===== config.mk =====
export PLATFORM = sky130hd
export DESIGN_NAME = fifo_wr_arbiter
export DESIGN_NICKNAME = d
export VERILOG_FILES = /design/src/rtl/fifo_wr_arbiter.sv
export SDC_FILE = /design/constraint.sdc
export NUM_CORES = 1
export LEC_CHECK = 0
export ABC_AREA = 1
export CAP_MARGIN = 40
export CORE_MARGIN = 5
export CORE_UTILIZATION = 43
export CTS_CLUSTER_DIAMETER = 30
export CTS_CLUSTER_SIZE = 8
export DETAILED_ROUTE_END_ITERATION = 16
export PLACE_DENSITY = 0.95
export SLEW_MARGIN = 5
export SYNTH_ARGS = -nofsm -noshare
export SYNTH_HDL_FRONTEND = slang
export SYNTH_SLANG_ARGS = --single-unit

===== constraint.sdc =====
create_clock -name clk -period 3.7 [get_ports clk]
set_input_delay 0.555 -clock clk [delete_from_list [all_inputs] [get_ports clk]]
set_output_delay 0.555 -clock clk [all_outputs]
set_load 0.02 [all_outputs]

===== src/rtl/fifo_wr_arbiter.sv =====
// fifo_wr_arbiter
//   Shares the single write port of one Fifo (write clock domain) among
//   REQUESTERS producers. Arbitration is round-robin, and each grant can
//   accept at most BURST words before the grant is forced to rotate.
//
// Optional feature:
//   FIFO_WR_ARBITER_STATS_EN  When defined, `stalls` is a saturating count
//                             of full-blocked cycles. When not defined,
//                             `stalls` is tied to zero.
//
// Ports
//   clk     in   1                 single clock (= Fifo wrclk)
//   rst     in   1                 synchronous, active-high reset
//   req     in   REQUESTERS        req[i]: producer i presents a valid word
//   data    in   REQUESTERS*WIDTH  word of producer i at data[i*WIDTH +: WIDTH]
//   ack     out  REQUESTERS        one-hot; word of producer i consumed this cycle
//   grant   out  REQUESTERS        one-hot current owner, zero when idle
//   full    in   1                 Fifo full flag
//   wrena   out  1                 Fifo write enable
//   wrdata  out  WIDTH             Fifo write data
//   stalls  out  16                full-blocked cycle count (stats build only)
module fifo_wr_arbiter #(
  parameter int unsigned WIDTH      = 8,
  parameter int unsigned REQUESTERS = 4,
  parameter int unsigned BURST      = 4
) (
  input  logic                        clk,
  input  logic                        rst,
  input  logic [REQUESTERS-1:0]       req,
  input  logic [REQUESTERS*WIDTH-1:0] data,
  output logic [REQUESTERS-1:0]       ack,
  output logic [REQUESTERS-1:0]       grant,
  input  logic                        full,
  output logic                        wrena,
  output logic [WIDTH-1:0]            wrdata,
  output logic [15:0]                 stalls
);

  localparam int unsigned IW = (REQUESTERS > 1) ? $clog2(REQUESTERS) : 1;
  localparam int unsigned BW = $clog2(BURST + 1);

  typedef enum logic {
    S_IDLE = 1'b0,
    S_OWN  = 1'b1
  } state_e;

  state_e                state_q;
  logic [IW-1:0]         g_q;
  logic [IW-1:0]         ptr_q;
  logic [BW-1:0]         burst_q;
  logic [REQUESTERS-1:0] grant_q;

  logic [IW-1:0]         scan_start;
  logic [IW-1:0]         pick_d;
  logic                  pick_vld_d;
  logic [IW-1:0]         ptr_d;
  logic [REQUESTERS-1:0] pick_oh_d;
  logic                  own;
  logic                  burst_last;

  assign own        = (state_q == S_OWN);
  assign burst_last = (burst_q == BW'(BURST - 1));

  // The write path is combinational from the registered grant, so there is
  // no latency: a word is written in exactly the cycle its ack is high.
  assign wrena  = ~rst & own & req[g_q] & ~full;
  assign wrdata = data[32'(g_q)*WIDTH +: WIDTH];
  assign ack    = wrena ? grant_q : '0;
  assign grant  = grant_q;

  // Round-robin scan. From IDLE the scan starts at the pointer. While a
  // grant is held, it starts at g+1, so the current owner is checked last.
  always_comb begin
    scan_start = own ? IW'((32'(g_q) + 1) % REQUESTERS) : ptr_q;
    pick_d     = '0;
    pick_vld_d = 1'b0;
    for (int unsigned k = 0; k < REQUESTERS; k++) begin
      if (!pick_vld_d && req[(32'(scan_start) + k) % REQUESTERS]) begin
        pick_d     = IW'((32'(scan_start) + k) % REQUESTERS);
        pick_vld_d = 1'b1;
      end
    end
    ptr_d     = IW'((32'(pick_d) + 1) % REQUESTERS);
    pick_oh_d = REQUESTERS'(1) << pick_d;
  end

  // Arbitration FSM.
  always_ff @(posedge clk) begin
    if (rst) begin
      state_q <= S_IDLE;
      g_q     <= '0;
      ptr_q   <= '0;
      burst_q <= '0;
      grant_q <= '0;
    end else begin
      case (state_q)
        S_IDLE: begin
          if (pick_vld_d) begin
            state_q <= S_OWN;
            g_q     <= pick_d;
            ptr_q   <= ptr_d;
            burst_q <= '0;
            grant_q <= pick_oh_d;
          end
        end
        S_OWN: begin
          if (!req[g_q]) begin
            // The owner withdrew its request. This costs one bubble cycle
            // before the next owner is selected.
            burst_q <= '0;
            if (pick_vld_d) begin
              g_q     <= pick_d;
              ptr_q   <= ptr_d;
              grant_q <= pick_oh_d;
            end else begin
              state_q <= S_IDLE;
              grant_q <= '0;
            end
          end else if (wrena) begin
            if (burst_last) begin
              // req[g] is set here, so the pick is always valid. A sole
              // requester gets re-granted to itself with no bubble.
              g_q     <= pick_d;
              ptr_q   <= ptr_d;
              burst_q <= '0;
              grant_q <= pick_oh_d;
            end else begin
              burst_q <= burst_q + BW'(1);
            end
          end
          // When blocked by full, hold the owner and burst count so that
          // no word is dropped.
        end
        default: begin
          state_q <= S_IDLE;
          grant_q <= '0;
        end
      endcase
    end
  end

`ifdef FIFO_WR_ARBITER_STATS_EN
  logic [15:0] stalls_q;

  // Saturating count of cycles where a request is blocked by full.
  always_ff @(posedge clk) begin
    if (rst) begin
      stalls_q <= '0;
    end else if ((|req) && full && (stalls_q != 16'hFFFF)) begin
      stalls_q <= stalls_q + 16'd1;
    end
  end

  assign stalls = stalls_q;
`else
  assign stalls = 16'h0000;
`endif

endmodule


# Yosys cells after proc, flatten, opt, wreduce, memory -nomap -nowiden
# Cells that the tools add are included.
# totals
ff_bits	12
input_bits	39
# classes
addsub	6
eq_ne	4
n_bitwise	6
reduce_logical	9
order_cmp	5
shift	2
mux	44
# op_table
cell	n
32-bit by 6-bit indexed part select with 8-bit output	1
2-bit 2-to-1 mux	13
4-bit 2-to-1 mux	6
2-bit by 3-bit less-than comparator with 1-bit output (second input constant)	5
3-bit 2-to-1 mux	4
1-bit 2-to-1 mux	11
1-bit binary-select mux with 2-bit select	5
2-bit case mux with 2 select lines	2
4-bit case mux with 2 select lines	1
2-bit by 1-bit adder with 2-bit output (second input constant)	3
3-bit != test (second input constant)	2
3-bit case mux with 2 select lines	1
2-bit adder (second input constant)	2
2-bit AND reduction	2
1-bit by 2-bit << shifter with 4-bit output (first input constant)	1
3-bit by 1-bit adder with 3-bit output (second input constant)	1
1-bit AND	3
3-bit by 2-bit equality test with 1-bit output (second input constant)	1
1-bit logical AND	3
1-bit zero test	3
1-bit NOT	3
3-bit AND reduction	1
2-bit != test (second input constant)	1
1-bit case mux with 2 select lines	1

# Logic depth before layout (Yosys ltp)
# Gate-level depths: netlist of the first run.
# depth
word_depth	19
depth_mapped	19
mapped_depth_nobuf	19

# Least setup slack after synthesis of the first run
# No wires, ideal clock.
# synth_path
kind	flip-flop to flip-flop
from	register state_q, in the netlist own
to	register ptr_q[1]
setup_slack_ns	1.688
arrival_time_ns	1.896
setup_ns	0.116
stages_incl_launch_ff	16
path_cell_list	dfxtp_1 -> buf_6 -> o21ai_2 -> nand2_1 -> o21ai_1 -> nand3_1 -> nand2_1 -> inv_1 -> nand3_1 -> nand2_1 -> nand2_1 -> inv_1 -> ha_1 -> inv_1 -> o21ai_0 -> nor2_1
# synth_between
elab_chain_len	18
elab_cells_between_ends	39
cone_classes	add/sub (4); eq/ne (2); mux (22); bitwise (4); reduce/logical (7)
# synth_rtl
item	line_no	rtl
from (decl)	47	state_e state_q;
from (signal assigned)	90	state_q <= S_IDLE;
from (signal assigned)	99	state_q <= S_OWN;
from (signal assigned)	116	state_q <= S_IDLE;
parallel branches: the longest is 18 deep, another holds 2-bit by 1-bit adder with 2-bit output	-	
to (signal assigned)	101	ptr_q <= ptr_d;
to (signal assigned)	113	ptr_q <= ptr_d;
to (signal assigned)	124	ptr_q <= ptr_d;
to (decl)	49	logic [IW-1:0] ptr_q;
# Parallel ways; which one is timed is not known. The select of a mux whose other input is x is not followed.
# A chain may end at the register's enable or synchronous reset.

# Final worst setup path of the first run
# layout_path
from	register g_q[0]
to	output ack[2]
# layout_between
elab_chain_len	5
# layout_rtl
item	line_no	rtl
from (decl)	48	logic [IW-1:0] g_q;
from (signal assigned)	100	g_q <= pick_d;
from (signal assigned)	112	g_q <= pick_d;
from (signal assigned)	123	g_q <= pick_d;
1-bit binary-select mux with 2-bit select	66	assign wrena = ~rst & own & req[g_q] & ~full;
1-bit 2-to-1 mux (not written as such)	66	
1-bit AND (2 in series)	66	
4-bit 2-to-1 mux	68	assign ack = wrena ? grant_q : '0;
to (decl)	31	output logic [REQUESTERS-1:0] ack,
# Every way passes these cells. The select of a mux whose other input is x is not followed.

==> qor.txt, run 1 <==
Pwr/cell area = 783 nW/um^2
Final setup viols = 0
Register area share after synthesis = 0.179
Vias = 1559
Hold endpoint = ptr_q[1]
Gp weighted congestion = 0.853
Worst Max-Slew Pin Slew = 0.770 ns
Most used routing layer = met2
Starting Density = 0.443
Final antenna-violating net count = 0
Area grow syn2layout = 40.6%
Post-DP Area = 1850 sq um
Total chip power = 1.48 mW
Setup TNS = 0 ns
Fin crit period = 3.09 ns
Lkg Pwr = 0.933 nW
Post-CTS Setup Inserts = 0
RSZ-0062 raised after global routing = no
Vias in the first global route = 1471
Status = finished, final reports clean
WP data arrival = 2.53 ns
CTS sink cnt = 12
Maximum clock rate = 0.324 GHz
Core area = 3030 sq um
First-pass GRT wire length = 5620 microns
Root buf cell = clkbuf_4
Ys Warns = 0
Full die area = 4340 sq um
Clk buf depth = 2
TritonCTS clock tree = done
Worst setup path class = register to output pin
Grt ovf = 0
Largest net degree at the start of global routing = 25
Final Hold Viols = 0
GRT met1 Usage = 0.155
Crit path cell chain = o21ai_0, a21oi_1, nand3_1, nor2_1, clkdlybuf4s50_1
Slew HR = 0.486
DR vias/cell = 4.68
Wirelength per Cell = 10.3 microns
Critical path startpoint category = register
R2R Path End = ptr_q[1]
Chip height = 65.9 microns
Peak supply drop = 0.000404 V
FF-to-FF setup slack = 0.84 ns
Register bit count reported by yosys = 12
Antenna diodes = 0
Crit Path Max Fanout = 24
Layout net count = 334
GR Util met2 = 0.304
GRT Util Overall = 0.160
Biggest area consumer among synthesized cells = dfxtp_1
H-tree depth = 1
Worst Hold Depth = 2
R2r worst-path depth = 15
CP max stage delay = 0.82 ns
Synth Cell Area = 1340 sq um
Hold-fix buffer count after cts = 0
Post-cts sizing count = 0
Dominant cells by area after synthesis = dfxtp_1 (18%), nand2_1 (17%), nor2_1 (11%)
Share of cells above drive strength 1 = 0.0692
Hpwl dp = 2780 microns
Max-cap viol count = 0
CTS Buf Count = 3
Antenna violations before repair = 0
1st-iter DRT viols = 65
Design area = 1890 sq um
Clock slew at reported path FFs = 0.07 ns
Hold Crit Class = register to register
Slowest cell on the critical path = dfxtp_1
Final setup skew = 0.00247 ns
Die W = 65.9 microns
Most frequent cells in the layout = nand2_1 (59), clkdlybuf4s50_1 (55), nor2_1 (38)
Endpoint class of the critical path = output pin
Final Max Tran Viols = 0
PortBufs = 55
Post-synth top area share = 0.179
Post-Route WL = 3440 microns
Commonest non-fill, non-tap cell in the layout = nand2_1
Reg2reg start = g_q[0]
Crit path required time = 3.14 ns
Met3 usage = 0.0493
Pre-antenna DRT Iters = 4
Final Cycle Share = 0.835
Post-Synthesis Cells = 237
Drc violations = 0
Synth Area per Inst = 5.66 sq um
Num rows = 20
Hold Crit Start = ptr_q[1]
IO Pins = 72
Synth unique cells = 24
Clock Latency Late Sink = 0.27 ns
power by group:
| group | internal, mW | switching [mW] | leakage [nW] |
|---|---|---|---|
| sequential | 0.182 | 0.0789 | 0.0993 |
| combinational | 0.434 | 0.677 | 0.812 |
| clock | 0.0598 | 0.0441 | 0.0210 |
metrics by stage:
step	worst slack [ns]	hold WS (ns)	instances	util
3_5_place_dp	0.637	0.469	329	0.611
3_3_place_gp	0.687	0.461	329	0.611
2_1_floorplan	1.69	0.446	252	-
4_1_cts	0.602	0.486	333	0.623
6_report	0.610	0.492	333	0.623
5_1_grt	0.436	0.500	333	0.623
worst max-delay path: cells and delay by family, from the launching register on:
family / cells / cell delay, ns
buffers and inverters: 1 / 0.61
DFF: 1 / 0.82
AOI/OAI and AO/OA: 2 / 0.47
and+or+nand+nor: 2 / 0.35
metal layers:
layer / wire, microns / vias up / part of all wire
met5: 0 / - / 0
met4: 89 / 0 / 0.026
met3: 398 / 10 / 0.12
met2: 1730 / 66 / 0.50
met1: 1220 / 665 / 0.36
li1: - / 818 / -
cells by family after synthesis:
| kind of cell | after synthesis | synth area share |
|---|---|---|
| AND/OR/NAND/NOR | 123 | 0.395 |
| buffers and inverters | 56 | 0.210 |
| AO/OA/AOI/OAI | 40 | 0.167 |
| flip-flops | 12 | 0.179 |
| adder cells (fa/ha/maj) | 5 | 0.0466 |
| other | 1 | 0.00280 |
state kept, by name (all words and copies together) (netlist names):
register	flops
burst_q	3
g_q	2
ptr_q	2
grant	4
own	1
final cells by class:
type	count	area (sq um)
Clock buffer	4	36.3
Fill cell	279	1140
Inverter	34	128
Multi-Input combinational cell	184	876
Sequential cell	12	240
Tap cell	44	55.1
Timing Repair Buffer	55	551
how the worst max path moves through the flow:
stage | start | to | slack (ns) | cells after the start
final | g_q[0] | ack[2] | 0.61 | 5
after global routing | g_q[0] | ack[1] | 0.44 | 5
after CTS | g_q[0] | ack[2] | 0.60 | 5
after detailed placement | req[1] | ack[2] | 0.64 | 8
after global placement | req[1] | ack[2] | 0.69 | 8
after floorplan | own | ptr_q[1] | 1.69 | 15
synthesized netlist by cell type:
master,number
a21oi_1,5
conb_1,1
buf_1,1
inv_2,2
o21ai_2,3
nand4_1,3
o211ai_1,1
nor2_2,1
ha_1,5
o22ai_1,8
nand2_1,59
inv_1,32
or2_2,1
dfxtp_1,12
o21ai_1,2
nor2_4,2
nor2_1,38
nand2_2,5
buf_4,17
o21ai_0,21
nand3_1,12
buf_6,1
clkbuf_1,3
nand3_2,2
Power figures use the tool's default switching activity.
==> inputs of run 2 (changes only) <==
--- a/config.mk
+++ b/config.mk
@@ -8,11 +8,11 @@
 export ABC_AREA = 1
 export CAP_MARGIN = 40
 export CORE_MARGIN = 5
-export CORE_UTILIZATION = 43
+export CORE_UTILIZATION = 39
 export CTS_CLUSTER_DIAMETER = 30
 export CTS_CLUSTER_SIZE = 8
 export DETAILED_ROUTE_END_ITERATION = 16
-export PLACE_DENSITY = 0.95
+export PLACE_DENSITY = 0.9
 export SLEW_MARGIN = 5
 export SYNTH_ARGS = -nofsm -noshare
 export SYNTH_HDL_FRONTEND = slang
==> constraint.sdc (replaced) <==
create_clock -name clk -period 3.23 [get_ports clk]
set_input_delay 0.4845 -clock clk [delete_from_list [all_inputs] [get_ports clk]]
set_output_delay 0.4845 -clock clk [all_outputs]
set_load 0.02 [all_outputs]
==> run 2 against run 1 <==
Effect of this change: clock skew is 0.011 ns higher; die area grew 8.7%; first-iteration DRC count down 26%; global-route usage down 0.92 points; largest cell class unchanged.
==> qor.txt, run 2 (synthesis gave the netlist of run 1 again) <==
Lkg Pwr = 0.938 nW (+0.55%)
Status = finished, final reports clean
Worst Setup SP = req[1]
Clock Latency Late Sink = 0.28 ns (about the same)
Worst Hold Depth = 2 (unchanged)
Endpoint class of the critical path = output pin
Hpwl dp = 2900 microns (+4.4%)
Final antenna-violating net count = 0 (unchanged)
Multi-input logic area = 876 sq um (unchanged)
Share of cells above drive strength 1 = 0.0724 (+0.00321)
Core area = 3340 sq um (+10%)
Hold Crit Start = grant[3]
FF-to-FF setup slack = 0.71 ns (-0.13 ns)
Starting Density = 0.402 (-0.0410)
Post-CTS Setup Inserts = 0 (unchanged)
H-tree depth = 1 (unchanged)
Gp weighted congestion = 0.880 (+3.2%)
Reg area = 240 sq um (unchanged)
First-pass GRT wire length = 5540 microns (-1.4%)
Wirelength per Cell = 10.3 microns (-0.26%)
Hold-fix buffer count after cts = 0 (unchanged)
Worst setup path class = input port to output pin
Final Max Tran Viols = 0 (unchanged)
Pre-antenna DRT Iters = 4 (unchanged)
1st-iter DRT viols = 48 (-26%)
Drc violations = 0 (unchanged)
Final setup skew = 0.0138 ns (+0.0113 ns)
Root buf cell = clkbuf_4
Critical path startpoint category = input port
CTS Buf Count = 3 (unchanged)
Hold Crit Class = register to register
Max FFs per register = 4 (unchanged)
Full die area = 4710 sq um (+8.7%)
Post-DP Area = 1860 sq um (+0.54%)
Clk buf depth = 2 (unchanged)
Design area = 1900 sq um (+0.53%)
DR vias/cell = 4.64 (-0.83%)
Antenna diodes = 0 (unchanged)
Clock slew at reported path FFs = 0.08 ns (about the same)
Final Cycle Share = 0.891
PortBufs = 55 (unchanged)
Num rows = 21 (+5.0%)
Final setup viols = 0 (unchanged)
Maximum clock rate = 0.347 GHz
Pwr/cell area = 893 nW/um^2 (+14%)
Util after Layout = 0.568 (-0.0547)
Fin crit period = 2.88 ns
Grt ovf = 0 (unchanged)
Vias = 1560 (+0.064%)
Max-cap viol count = 0 (unchanged)
Setup TNS = 0 ns (unchanged)
R2R Path End = ptr_q[1]
Setup ws final = 0.351 ns (-0.259 ns)
Hold endpoint = grant[3]
Chip height = 68.6 microns (+4.2%)
Reg2reg start = g_q[0]
Layout net count = 335 (+0.30%)
RSZ-0062 raised after global routing = no
Area grow syn2layout = 41.3%
Final Hold Viols = 0 (unchanged)
CTS sink cnt = 12 (unchanged)
GRT Util Overall = 0.151 (-0.00921)
Post-cts sizing count = 0 (unchanged)
Vias in the first global route = 1366 (-7.1%)
Antenna violations before repair = 0 (unchanged)
Crit Path Max Fanout = 5 (-79%)
Crit path required time = 2.75 ns (-0.39 ns)
Largest net degree at the start of global routing = 19 (-24%)
Die W = 68.6 microns (+4.2%)
Peak supply drop = 0.000526 V (+30%)
IO Pins = 72 (unchanged)
Fill cells = 343 (+23%)
TritonCTS clock tree = done
R2r worst-path depth = 16 (+1)
Post-Route WL = 3460 microns (+0.64%)
Setup WS pre-CTS = 0.350 ns (-0.287 ns)
Commonest non-fill, non-tap cell in the layout = nand2_1
WP data arrival = 2.39 ns (-0.14 ns)
Most frequent cells in the layout = nand2_1 (59), clkdlybuf4s50_1 (55), nor2_1 (38)
-- run 2: cell types whose count changed in the layout (fill, tap and decap cells not counted) --
| cell | change |
|---|---|
| buf_4 | +1 |
-- run 2: area by class of cell --
type                       instances  area share
multi-input combinational        184       0.462
sequential                        12       0.127
timing repair buffer              56       0.294
inverter                          34      0.0673
clock buffer                       4      0.0191
tap                               46      0.0304
-- run 2: stage by stage --
step	hold slack (ns)	total power, mW	std cells
2_1_floorplan	0.446	1.18	252
3_3_place_gp	0.464	1.54	332
3_5_place_dp	0.478	1.57	332
4_1_cts	0.497	1.69	336
5_1_grt	0.529	1.87	336
6_report	0.497	1.69	336
-- run 2: per-layer routing --
metal  vias up  global-route usage  part of all wire
met5         -                   0                 0
met4         0              0.0149            0.0061
met3         2              0.0519             0.097
met2        57               0.303              0.51
met1       684               0.151              0.39
li1        817                   -                 -
-- run 2: critical path, stage by stage --
cell and delay [ns]:
clkdlybuf4s50_1 0.45, inv_1 0.06, a21oi_1 0.11, o21ai_0 0.13
a21oi_1 0.20, nand3_1 0.21, nor2_1 0.14, clkdlybuf4s50_1 0.61
-- run 2: how the worst max path moves through the flow --
| stage | slack, ns | endpoint | depth (start not counted) |
|---|---|---|---|
| global placement | 0.37 | ack[2] | 8 |
| floorplan | 1.22 | ptr_q[1] | 15 |
| CTS | 0.34 | ack[2] | 8 |
| detailed placement | 0.35 | ack[2] | 8 |
| global route | 0.26 | ack[0] | 8 |
| finish | 0.35 | ack[2] | 8 |
-- run 2: where the power goes --
part	switching, mW	leakage, nW	internal [mW]
Clock	0.0507	0.0210	0.0685
Sequential	0.0707	0.0993	0.208
Combinational	0.790	0.817	0.504
Total	0.911	0.938	0.781
==> inputs of run 3 (changes only) <==
--- a/config.mk
+++ b/config.mk
@@ -5,10 +5,9 @@
 export SDC_FILE = /design/constraint.sdc
 export NUM_CORES = 1
 export LEC_CHECK = 0
-export ABC_AREA = 1
 export CAP_MARGIN = 40
 export CORE_MARGIN = 5
-export CORE_UTILIZATION = 39
+export CORE_UTILIZATION = 37
 export CTS_CLUSTER_DIAMETER = 30
 export CTS_CLUSTER_SIZE = 8
 export DETAILED_ROUTE_END_ITERATION = 16
==> run 3 against run 2 <==
Effect of this change: register-to-register slack improved by 0.37 ns; non-clock buffer count increased by 1; first-iteration DRC count decreased by 69%; largest cell class unchanged; critical path depth decreased by 3; maximum frequency decreased by 0.59%; sequential share of layout area increased by 1.3 points; largest power group unchanged; flip-flop and latch count unchanged; count of clock-buffer cells in the layout decreased by 1; global-route usage decreased by 0.98 points; sequential power decreased by 30%; via count decreased by 28%.
==> qor.txt, run 3 <==
Status = finished, final reports clean
Pre-antenna DRT Iters = 4 (unchanged)
Setup ws final = 0.334 ns (-0.0170 ns)
Register area share after synthesis = 0.204 (+0.0254)
Area grow syn2layout = 46.2%
Lkg Pwr = 0.688 nW (-27%)
Post-Synthesis Cells = 127 (-46%)
DR vias/cell = 5.01 (+8.0%)
Util after Layout = 0.563 (-0.00535)
Register bit count reported by yosys = 12 (unchanged)
Final setup viols = 0 (unchanged)
Core area = 3050 sq um (-8.5%)
Final Max Tran Viols = 0 (unchanged)
Worst Max-Slew Pin Slew = 0.544 ns
# placed instances = 222 (-33%)
Vias = 1128 (-28%)
TritonCTS clock tree = done
Synth Area per Inst = 9.25 sq um (+63%)
Num rows = 20 (-4.8%)
Fin crit period = 2.90 ns (+0.0170 ns)
Sw Ratio = 0.369 (-0.170)
Seq pwr share = 0.326 (+0.161)
Post-DP Area = 1700 sq um (-8.8%)
Antenna diodes = 0 (unchanged)
Clk pwr share = 0.154 (+0.084)
Clock Latency Late Sink = 0.27 ns (about the same)
Endpoint class of the critical path = output pin
Post-CTS Setup Inserts = 0 (unchanged)
Commonest non-fill, non-tap cell in the layout = clkdlybuf4s50_1
Wirelength per Cell = 14.0 microns (+36%)
Peak supply drop = 0.000253 V (-52%)
Total chip power = 0.599 mW (-65%)
Final setup skew = 0.000417 ns (-0.0133 ns)
Gp weighted congestion = 0.769 (-13%)
Ys async rst share = 0 (unchanged)
Comb power frac = 0.520 (-0.245)
H-tree depth = 1 (unchanged)
Synth Cell Area = 1170 sq um (-12%)
Top post-synthesis cells by count = buf_4 (16), dfxtp_1 (12), inv_1 (10), nand2_1 (10)
Final antenna-violating net count = 0 (unchanged)
Synth unique cells = 45 (+88%)
Setup TNS = 0 ns (unchanged)
Pwr/cell area = 349 nW/um^2 (-61%)
Design area = 1720 sq um (-9.4%)
GRT Util Overall = 0.141 (-0.00976)
CTS sink cnt = 12 (unchanged)
Fill cells = 281 (-18%)
Critical path startpoint category = input port
Clk buf depth = 2 (unchanged)
Dominant cells by area after synthesis = dfxtp_1 (20%), mux4_2 (15%), buf_4 (10%)
Crit path required time = 2.75 ns (about the same)
Hpwl dp = 2640 microns (-8.9%)
Setup WS pre-CTS = 0.354 ns (+0.00409 ns)
WHS = 0.444 ns (-0.0532 ns)
First-pass GRT wire length = 4750 microns (-14%)
Biggest area consumer among synthesized cells = dfxtp_1
Hold Crit Class = register to register
RSZ-0062 raised after global routing = no
Most frequent cell after synthesis = buf_4
Hold-fix buffer count after cts = 0 (unchanged)
Max-cap viol count = 0 (unchanged)
1st-iter DRT viols = 15 (-69%)
Antenna violations before repair = 0 (unchanged)
Clock slew at reported path FFs = 0.07 ns (about the same)
Post-Route WL = 3150 microns (-9.2%)
Worst setup path class = input port to output pin
Synth Flop Type = dfxtp_1
Post-cts sizing count = 0 (unchanged)
Most frequent cells in the layout = clkdlybuf4s50_1 (55), conb_1 (16), dfxtp_1 (12)
Die W = 66.4 microns (-3.3%)
PortBufs = 55 (unchanged)
IO Pins = 72 (unchanged)
Chip height = 66.4 microns (-3.3%)
Share of cells above drive strength 1 = 0.110 (+0.0381)
Fin cells = 225 (-33%)
Ys Warns = 0 (unchanged)
Maximum clock rate = 0.345 GHz (-0.59%)
Final Cycle Share = 0.896 (+0.00526)
Layout net count = 227 (-32%)
Drc violations = 0 (unchanged)
Slew HR = 0.637
Power Internal = 0.378 mW (-52%)
Vias in the first global route = 1060 (-22%)
Full die area = 4400 sq um (-6.6%)
Crit Path Max Fanout = 9 (+4)
CTS Buf Count = 3 (unchanged)
Largest net degree at the start of global routing = 15 (-4)
Max FFs per register = 4 (unchanged)
Post-synth top area share = 0.204 (+0.0254)
WP data arrival = 2.41 ns (+0.02 ns)
Starting Density = 0.385 (-0.0171)
Grt ovf = 0 (unchanged)
Root buf cell = clkbuf_4
Post-synth EDFFs = 0 (unchanged)
Switching Power = 0.221 mW (-76%)
Final Hold Viols = 0 (unchanged)
run 3: changes by cell type after synthesis, sizes merged, moves of 5 or more:
cell and change:
nand3 -14, o21ai -24, mux4 +8, inv -24, o22ai -7, nor2 -32, nor2b +5, nand2 -54
run 3: final timing paths:
path              depth (start not counted)         end  slack [ns]       start
setup / recovery                          5      ack[1]        0.33      req[3]
hold / removal                            1  burst_q[2]        0.44  burst_q[2]
setup reg to reg                          6    ptr_q[1]        1.08      g_q[1]
hold reg to reg                           1  burst_q[2]        0.44  burst_q[2]
run 3: metal layers:
layer,GRT usage,part of all wire,vias up
met5,0,0,-
met4,0.0685,0.019,0
met3,0.0289,0.11,5
met2,0.257,0.48,63
met1,0.153,0.40,513
li1,-,-,547
run 3: logic make-up after synthesis:
kind of cell               after synthesis  share of synthesized area
adders and majority gates                5                     0.0532
muxes                                   14                      0.210
other                                    1                    0.00319
xor gates and xnor gates                 1                    0.00746
AOI/OAI and AO/OA                       22                      0.161
DFF                                     12                      0.204
buffers and inverters                   32                      0.168
and+or+nand+nor                         40                      0.193
run 3: power by group through the flow:
stage | clock (mW) | combinational, mW | sequential, mW
2_1_floorplan | 0 | 0.213 | 0.191
3_3_place_gp | 0 | 0.308 | 0.199
3_5_place_dp | 0 | 0.313 | 0.199
4_1_cts | 0.0969 | 0.314 | 0.196
5_1_grt | 0.104 | 0.336 | 0.200
6_report | 0.0921 | 0.312 | 0.196
run 3: area by class of cell:
type	count	area, sq um	share of cell area
Timing Repair Buffer	57	566	0.329
Multi-Input combinational cell	98	793	0.462
Tap cell	44	55.1	0.0320
Clock buffer	3	22.5	0.0131
Inverter	11	41.3	0.0240
Sequential cell	12	240	0.140
run 3: worst max-delay path, cell delays in order:
cell and delay [ns]:
clkdlybuf4s50_1 0.61, mux2i_1 0.16, o22ai_2 0.31, and3_1 0.23
clkdlybuf4s50_1 0.61
